`src/rtl/sequenciador_deslocamento.sv`:
```
// Multi-cycle shift sequencer: builds a 0..31-bit shift out of the primitive
// shifter operations SLL8, SRA1 and SLL1, issuing one per clock.
// Optional feature macro: DESL_ABORT_EN (adds an abort input that cancels a
// shift in progress).
module sequenciador_deslocamento #(
  parameter int LARGURA = 32,
  parameter int AMT_W   = 5
) (
  input  logic               clk,
  input  logic               reset,
  input  logic               start,
  input  logic               dir,
  input  logic [AMT_W-1:0]   amount,
  input  logic [LARGURA-1:0] data_in,
`ifdef DESL_ABORT_EN
  input  logic               abort,
`endif
  output logic               busy,
  output logic               done,
  output logic [LARGURA-1:0] data_out,
  output logic [1:0]         desl_code
);

  typedef enum logic [1:0] {IDLE, SHIFT, DONE} state_t;

  localparam logic [1:0] C_PASS = 2'd0;
  localparam logic [1:0] C_SLL8 = 2'd1;
  localparam logic [1:0] C_SRA1 = 2'd2;
  localparam logic [1:0] C_SLL1 = 2'd3;

  state_t             state_q, state_d;
  logic [AMT_W-1:0]   rem_q, rem_d;
  logic               dir_q, dir_d;
  logic [LARGURA-1:0] work_q, work_d;
  logic [LARGURA-1:0] out_q, out_d;
  logic [1:0]         code;
  logic               abort_req;

`ifdef DESL_ABORT_EN
  assign abort_req = abort;
`else
  assign abort_req = 1'b0;
`endif

  // State, operand and result registers; reset clears everything at once.
  always_ff @(posedge clk or posedge reset) begin
    if (reset) begin
      state_q <= IDLE;
      rem_q   <= '0;
      dir_q   <= 1'b0;
      work_q  <= '0;
      out_q   <= '0;
    end else begin
      state_q <= state_d;
      rem_q   <= rem_d;
      dir_q   <= dir_d;
      work_q  <= work_d;
      out_q   <= out_d;
    end
  end

  // Next-state logic: one primitive shift per SHIFT cycle. The result register
  // is loaded on the transition into DONE so it is valid while done is high.
  always_comb begin
    state_d = state_q;
    rem_d   = rem_q;
    dir_d   = dir_q;
    work_d  = work_q;
    out_d   = out_q;
    code    = C_PASS;
    case (state_q)
      IDLE: begin
        if (start) begin
          work_d = data_in;
          dir_d  = dir;
          rem_d  = amount;
          if (amount == '0) begin
            out_d   = data_in;
            state_d = DONE;
          end else begin
            state_d = SHIFT;
          end
        end
      end
      SHIFT: begin
        if (abort_req) begin
          // Abort wins over a step that would finish this cycle.
          state_d = IDLE;
        end else begin
          if (dir_q) begin
            work_d = {work_q[LARGURA-1], work_q[LARGURA-1:1]};
            rem_d  = rem_q - AMT_W'(1);
            code   = C_SRA1;
          end else if (rem_q >= AMT_W'(8)) begin
            work_d = {work_q[LARGURA-9:0], 8'h00};
            rem_d  = rem_q - AMT_W'(8);
            code   = C_SLL8;
          end else begin
            work_d = {work_q[LARGURA-2:0], 1'b0};
            rem_d  = rem_q - AMT_W'(1);
            code   = C_SLL1;
          end
          if (rem_d == '0) begin
            out_d   = work_d;
            state_d = DONE;
          end
        end
      end
      DONE: begin
        state_d = IDLE;
      end
      default: begin
        state_d = IDLE;
      end
    endcase
  end

  assign busy      = (state_q == SHIFT);
  assign done      = (state_q == DONE);
  assign data_out  = out_q;
  assign desl_code = code;

endmodule

```
`config.mk`:
```
export PLATFORM = sky130hd
export DESIGN_NAME = sequenciador_deslocamento
export DESIGN_NICKNAME = d
export VERILOG_FILES = /design/src/rtl/sequenciador_deslocamento.sv
export SDC_FILE = /design/constraint.sdc
export NUM_CORES = 1
export LEC_CHECK = 0
export BUFFER_PORTS_ARGS = -buffer_cell sky130_fd_sc_hd__buf_2
export CORE_ASPECT_RATIO = 0.75
export CORE_MARGIN = 5
export CORE_UTILIZATION = 30
export CTS_BUF_LIST = sky130_fd_sc_hd__clkbuf_8
export DETAILED_ROUTE_END_ITERATION = 16
export GPL_TIMING_DRIVEN = 0
export PLACE_DENSITY_LB_ADDON = 0.25
export RECOVER_POWER = 50
export SLEW_MARGIN = 0
export SYNTH_ARGS = -nofsm -noshare
export SYNTH_HDL_FRONTEND = slang
export SYNTH_SLANG_ARGS = --single-unit
```
`constraint.sdc`:
```
create_clock -name clk -period 2.91 [get_ports clk]
set_input_delay 0.1455 -clock clk [delete_from_list [all_inputs] [get_ports clk]]
set_output_delay 0.1455 -clock clk [all_outputs]
set_load 0.02 [all_outputs]
```
==> key figures, run 1 <==
Detailed routing
  – Detailed-route via count: 3327
  – Residual DRC: 0
  – Initial DRC count: 241
  – Wire per inst: 17.38 um
  – First-pass iteration count of the detailed router: 5
  – Final ANT Viol Nets: 0
  – Via density: 5.003
  – Total Wirelength: 11.56 mm

Logic synthesis
  – Mux cell area share after synthesis: 15.87%
  – Cell Area, Synth: 3910 um^2
  – Simple-Gate Fraction of Synth Area: 12.61%
  – Cells after Synth: 399
  – Predominant post-synthesis flop cell: dfrtp_1
  – Most frequent cell after synthesis: dfrtp_1
  – Post-synth top area share: 46.08%
  – Most frequent cells after synthesis: 72 x dfrtp_1, 42 x nand2_1, 36 x inv_1
  – Post-synthesis sequential area ratio: 46.08%
  – Area contributors post-synth: dfrtp_1 46%, mux2i_1 8.2%, mux2_1 6.3%
  – Synth unique cells: 42
  – Largest family of logic cells by synthesized area: compound AO/OA/AOI/OAI gates
  – Async S/R FF share, synth: 100.0%
  – Yosys top cell by area: dfrtp_1
  – Syn_nets: 442
  – XOR/XNOR Fraction of Synth Area: 0.2240%
  – Post-synthesis adder-cell area fraction: 0.6400%
  – Syn_area_per_cell: 9.799 um^2
  – Warnings from Yosys: 0
  – Seq cells post-synth: 72
  – Post-synth EDFFs: 0
  – Compound-gate portion of the synthesized area: 16.80%

Cells and area
  – Non-Filler Instances: 665
  – Diode count: 0
  – NumNets Final: 532
  – Number of fill cells: 1374
  – P&R area growth vs syn: 22.08%
  – Fin area: 4773 um^2
  – Layout cell share with drive strength beyond 1: 19.23%

Timing
  – Post-route setup slack: 0.1725 ns
  – Slew @ Worst Pin: 1.260 ns
  – Fmax: 0.3653 GHz
  – Final setup vio count: 0
  – Setup_tns: 0 ns
  – Final Slew Violations: 0
  – Unrepaired setup endpoints after global routing: no
  – Setup Skew: 0.01001 ns
  – Worst slew margin: 15.55%
  – Tmin final: 2.738 ns
  – Period utilization: 94.07%
  – Hold Vio Cnt, Final: 0

Die
  – IO Pins: 77
  – Full die area: 15440 um^2
  – Core Area: 12880 um^2
  – Die width: 141.8 um
  – Die Y: 108.9 um
  – Initial core utilization: 30.35%
  – Rows: 36

Global route
  – First-pass GRT wire length: 18.54 mm
  – Vias in the first global route: 3433
  – All-Layer GR Usage: 15.49%
  – Antenna violations before repair: 0
  – Largest net degree at the start of global routing: 46
  – GRT Residual Overflow: 0

Clock network
  – CTS clk-pin slew, worst paths: 0.08 ns
  – TritonCTS clock tree: built
  – Worst skew pair latency: 0.37 ns
  – H-tree Lvls: 3
  – Total clock sinks: 72
  – CTS Root Buffer Type: clkbuf_8
  – TritonCTS buffer count: 9
  – CTS Buffer Depth: 2

Setup path
  – Slowest-stage cell, CP: a221oi_1
  – CP required: 3.13 ns
  – Max FO, Critical Path: 10
  – CP Cell Sequence: inv_1 -> ha_1 -> buf_1 -> nand2_1 -> mux2_1 -> a221oi_1 -> mux2i_1
  – CP max stage delay: 0.49 ns
  – CP startpoint kind: flip-flop
  – Crit Path Category: flip-flop to flip-flop
  – Crit path DAT: 2.96 ns
  – Critical path capture point type: flip-flop

Pwr
  – Pwr Total: 0.006017 W
  – Leakage: 2.118 nW
  – Pwr dens: 1261 nW/um^2
  – Maximum VDD drop: 0.3979 mV

Run
  – Max_cap viols: 0

Placed design
  – RD Place Congestion: 0.8689
  – Area after DPL: 4534 um^2
  – Detailed Place HPWL: 8.651 mm
  – Placed cells: 647
  – # port buffers: 76
  – DP Worst Slack: 0.1052 ns

Status
  – Status: finished, final reports clean

Min path
  – HP Class: input pin to flip-flop
## per-layer routing
metal	global-route usage, %	routed length, um
met3	5.655	808
met2	21.82	4764
met5	0	0
met4	3.767	151
met1	22.47	5832
## state kept, by name, summed over array words and instances (netlist names)
register / flops
work_q: 32
state_q: 2
dir_q: 1
rem_q: 5
data_out: 32
## layout by cell type, fill, tap and decap left out, types with 9 or more instances in the layout
cell type,Yosys,final
dfrtp_1,72,72
buf_2,3,61
nand2_1,42,42
clkbuf_1,20,37
inv_1,36,35
mux2i_1,32,32
o21ai_1,26,26
and3_1,23,23
mux2_1,22,22
a221oi_1,23,22
a21oi_1,21,21
o21ai_0,12,12
nor2_1,11,11
clkbuf_8,0,9
## where the power goes
part	leakage, nW	total, W	switching [W]	internal [W]
clock network	0.116	0.000981	0.000411	0.000570
logic	1.10	0.00321	0.00200	0.00121
registers	0.905	0.00182	0.000359	0.00146
## per-stage QoR
step                utilization, %  hold WS, ns
global placement             34.97       0.3701
finish                       37.05      0.08660
detailed placement           35.20       0.1654
CTS                          37.24      0.08194
floorplan                        -       0.2623
global route                 37.05      0.08845
## final cells by class
type / count / area [um^2] / area share [%]
Inverter: 39 / 147.6 / 3.093
Timing Repair Buffer: 80 / 402.9 / 8.440
Clock inverter: 7 / 118.9 / 2.490
Multi-Input combinational cell: 260 / 1810 / 37.93
Buffer: 27 / 153.9 / 3.224
Clock buffer: 9 / 123.9 / 2.595
Sequential cell: 72 / 1802 / 37.75
Tap cell: 171 / 214.0 / 4.482
## kinds of logic after synthesis
family	count (synthesis)
buf+inv	67
flops	72
simple gates	98
fa+ha+maj	2
mux	58
compound gates	101
xor+xnor	1
## worst paths after layout
kind / from / endpoint / slack (ns) / depth (start not counted)
setup / recovery: rem_q[3] / data_out[10] / 0.17 / 7
hold / removal: data_in[3] / data_out[3] / 0.09 / 3
setup reg to reg: rem_q[3] / data_out[10] / 0.17 / 7
hold reg to reg: work_q[31] / work_q[31] / 0.51 / 1
max in group asynchronous: reset / dir_q / 0.63 / 4
min in group asynchronous: reset / data_out[24] / 0.57 / 3
## critical path: cells and delay by family (launching register included)
kind                     cells  cell delay (ns)
multiplexers                 2             0.57
flip-flops                   1             0.46
buffers and inverters        2             0.48
AND/OR/NAND/NOR              1             0.37
AO/OA/AOI/OAI                1             0.49
adder cells (fa/ha/maj)      1             0.22
## repair_timing
action,4_1_cts,5_1_grt
setup buffers,0,1
endpoints found under the hold margin,28,0
gates resized for setup,0,1
setup endpoints to repair,0,28
hold buffers,2,0
No activity file was read; power rests on OpenSTA's default activity.
==> run 2: changes to the inputs <==
==> constraint.sdc (replaced) <==
create_clock -name clk -period 2.91 [get_ports clk]
set_input_delay 0.291 -clock clk [delete_from_list [all_inputs] [get_ports clk]]
set_output_delay 0.291 -clock clk [all_outputs]
set_load 0.02 [all_outputs]
==> key figures, run 2 (same netlist as run 1, synthesis figures left out) <==
Status
  – Status: finished, final reports clean

Pwr
  – Pwr Total: 0.006013 W (about the same)
  – Maximum VDD drop: 0.3981 mV (about the same)
  – Leakage: 2.126 nW (+0.40%)
  – Pwr dens: 1256 nW/um^2 (-0.35%)

Die
  – IO Pins: 77 (unchanged)
  – Core Area: 12880 um^2 (unchanged)
  – Initial core utilization: 30.35% (unchanged)
  – Die Y: 108.9 um (unchanged)
  – Rows: 36 (unchanged)
  – Die width: 141.8 um (unchanged)
  – Full die area: 15440 um^2 (unchanged)

Clock network
  – H-tree Lvls: 3 (unchanged)
  – CTS Root Buffer Type: clkbuf_8
  – TritonCTS buffer count: 9 (unchanged)
  – CTS clk-pin slew, worst paths: 0.08 ns (about the same)
  – TritonCTS clock tree: built
  – Total clock sinks: 72 (unchanged)
  – Worst skew pair latency: 0.36 ns (about the same)
  – CTS Buffer Depth: 2 (unchanged)

Setup path
  – CP startpoint kind: flip-flop
  – Critical path capture point type: flip-flop
  – Worst reg-to-reg setup slack: 0.19 ns (about the same)
  – Max FO, Critical Path: 10 (unchanged)
  – CP required: 3.13 ns (about the same)
  – Crit Reg-Reg Startpoint: rem_q[3]
  – Reg2reg end: data_out[10]
  – Crit Path Category: flip-flop to flip-flop
  – Crit path DAT: 2.94 ns (-0.02 ns)
  – FF-to-FF path depth: 7 (unchanged)

Min path
  – HP Class: input pin to flip-flop
  – Worst Hold Depth: 3 (unchanged)
  – Hold_sp: dir
  – WHS Endpoint: dir_q

Detailed routing
  – Total Wirelength: 11.57 mm (+0.14%)
  – Initial DRC count: 223 (-7.5%)
  – First-pass iteration count of the detailed router: 5 (unchanged)
  – Detailed-route via count: 3334 (+0.21%)
  – Wire per inst: 17.43 um (+0.29%)
  – Residual DRC: 0 (unchanged)
  – Final ANT Viol Nets: 0 (unchanged)
  – Via density: 5.021 (+0.36%)

Timing
  – Hold Vio Cnt, Final: 0 (unchanged)
  – Slew @ Worst Pin: 1.360 ns (+0.1001 ns)
  – Unrepaired setup endpoints after global routing: no
  – Worst slew margin: 8.839% (-6.7 points)
  – Setup Skew: 0.01012 ns (+0.0001158 ns)
  – Tmin final: 2.724 ns (-0.01304 ns)
  – Final setup vio count: 0 (unchanged)
  – Final Slew Violations: 0 (unchanged)
  – Fmax: 0.3670 GHz (+0.48%)
  – Period utilization: 93.62% (-0.45 points)

Cells and area
  – P&R area growth vs syn: 22.43%
  – Commonest non-fill, non-tap cell in the layout: dfrtp_1
  – Most frequent cells in the layout: 72 x dfrtp_1, 62 x buf_2, 42 x nand2_1
  – Layout cell share with drive strength beyond 1: 19.27% (+0.039 points)
  – Diode count: 0 (unchanged)
  – Fin area: 4787 um^2 (+0.29%)
  – NumNets Final: 531 (-0.19%)

Global route
  – All-Layer GR Usage: 15.49% (unchanged)
  – Antenna violations before repair: 0 (unchanged)
  – First-pass GRT wire length: 18.54 mm (unchanged)
  – GRT Residual Overflow: 0 (unchanged)
  – Vias in the first global route: 3432 (-0.029%)
  – Largest net degree at the start of global routing: 46 (unchanged)

Placed design
  – Area after DPL: 4534 um^2 (unchanged)
  – RD Place Congestion: 0.8689 (unchanged)
  – Detailed Place HPWL: 8.651 mm (unchanged)
  – # port buffers: 76 (unchanged)

Run
  – Max_cap viols: 0 (unchanged)
run 2: changes by cell type in the layout (fill, tap and decap cells not counted):
cell           change
buf_16             +1
buf_2              +1
clkbuf_1           -1
clkbuf_2           -1
dlygate4sd3_1      -1
inv_1              +1
inv_2              -1
run 2: layer usage:
metal,track usage [%],routed length (um),vias to the layer above
li1,-,-,1600
met1,22.47,5778,1602
met2,21.82,4787,117
met3,5.655,851,15
met4,3.767,155,0
met5,0,0,-
run 2: stage by stage:
step,hold WS (ns),setup WS (ns),util [%],setup TNS [ns],std cells
after global placement,0.4851,-0.2269,34.97,-15.95,646
after detailed placement,0.3109,0.1052,35.20,0,647
after global routing,0.1446,0.01981,37.16,0,664
after CTS,0.1318,0.07623,37.16,0,664
after floorplan,0.4078,0.6426,-,0,399
final,0.1405,0.1855,37.16,0,664
run 2: area by class of cell:
type / instances / area (um^2)
Multi-Input combinational cell: 260 / 1810
Fill cell: 1371 / 8095
Tap cell: 171 / 214.0
Inverter: 39 / 147.6
Clock inverter: 7 / 118.9
Sequential cell: 72 / 1802
Timing Repair Buffer: 79 / 416.7
Buffer: 27 / 153.9
Clock buffer: 9 / 123.9
run 2: power by group:
part / leakage [nW] / internal [W] / switching (W)
registers: 0.905 / 0.00146 / 0.000360
clock network: 0.116 / 0.000570 / 0.000407
logic: 1.11 / 0.00122 / 0.00199
total: 2.13 / 0.00325 / 0.00276
run 2: worst max-delay path by stage:
| stage | slack (ns) | startpoint | to |
|---|---|---|---|
| 2_1_floorplan | 0.64 | rem_q[0] | data_out[17] |
| 3_3_place_gp | -0.23 | reset | state_q[0] |
| 3_5_place_dp | 0.11 | rem_q[0] | data_out[22] |
| 4_1_cts | 0.08 | rem_q[0] | data_out[22] |
| 5_1_grt | 0.02 | rem_q[0] | data_out[25] |
| 6_report | 0.19 | rem_q[3] | data_out[10] |
run 2: worst max-delay path, cell delays in order (launching register included):
cell and delay [ns]:
dfrtp_1 0.46, inv_1 0.11, ha_1 0.22, buf_1 0.37, nand2_1 0.37, mux2_1 0.42, a221oi_1 0.48, mux2i_1 0.15
run 2: what timing repair did:
item,CTS,global route
setup buffers,0,1
resized for setup,0,1
hold endpoints to repair,27,0
setup endpoints to repair,0,28
hold buffers,1,0
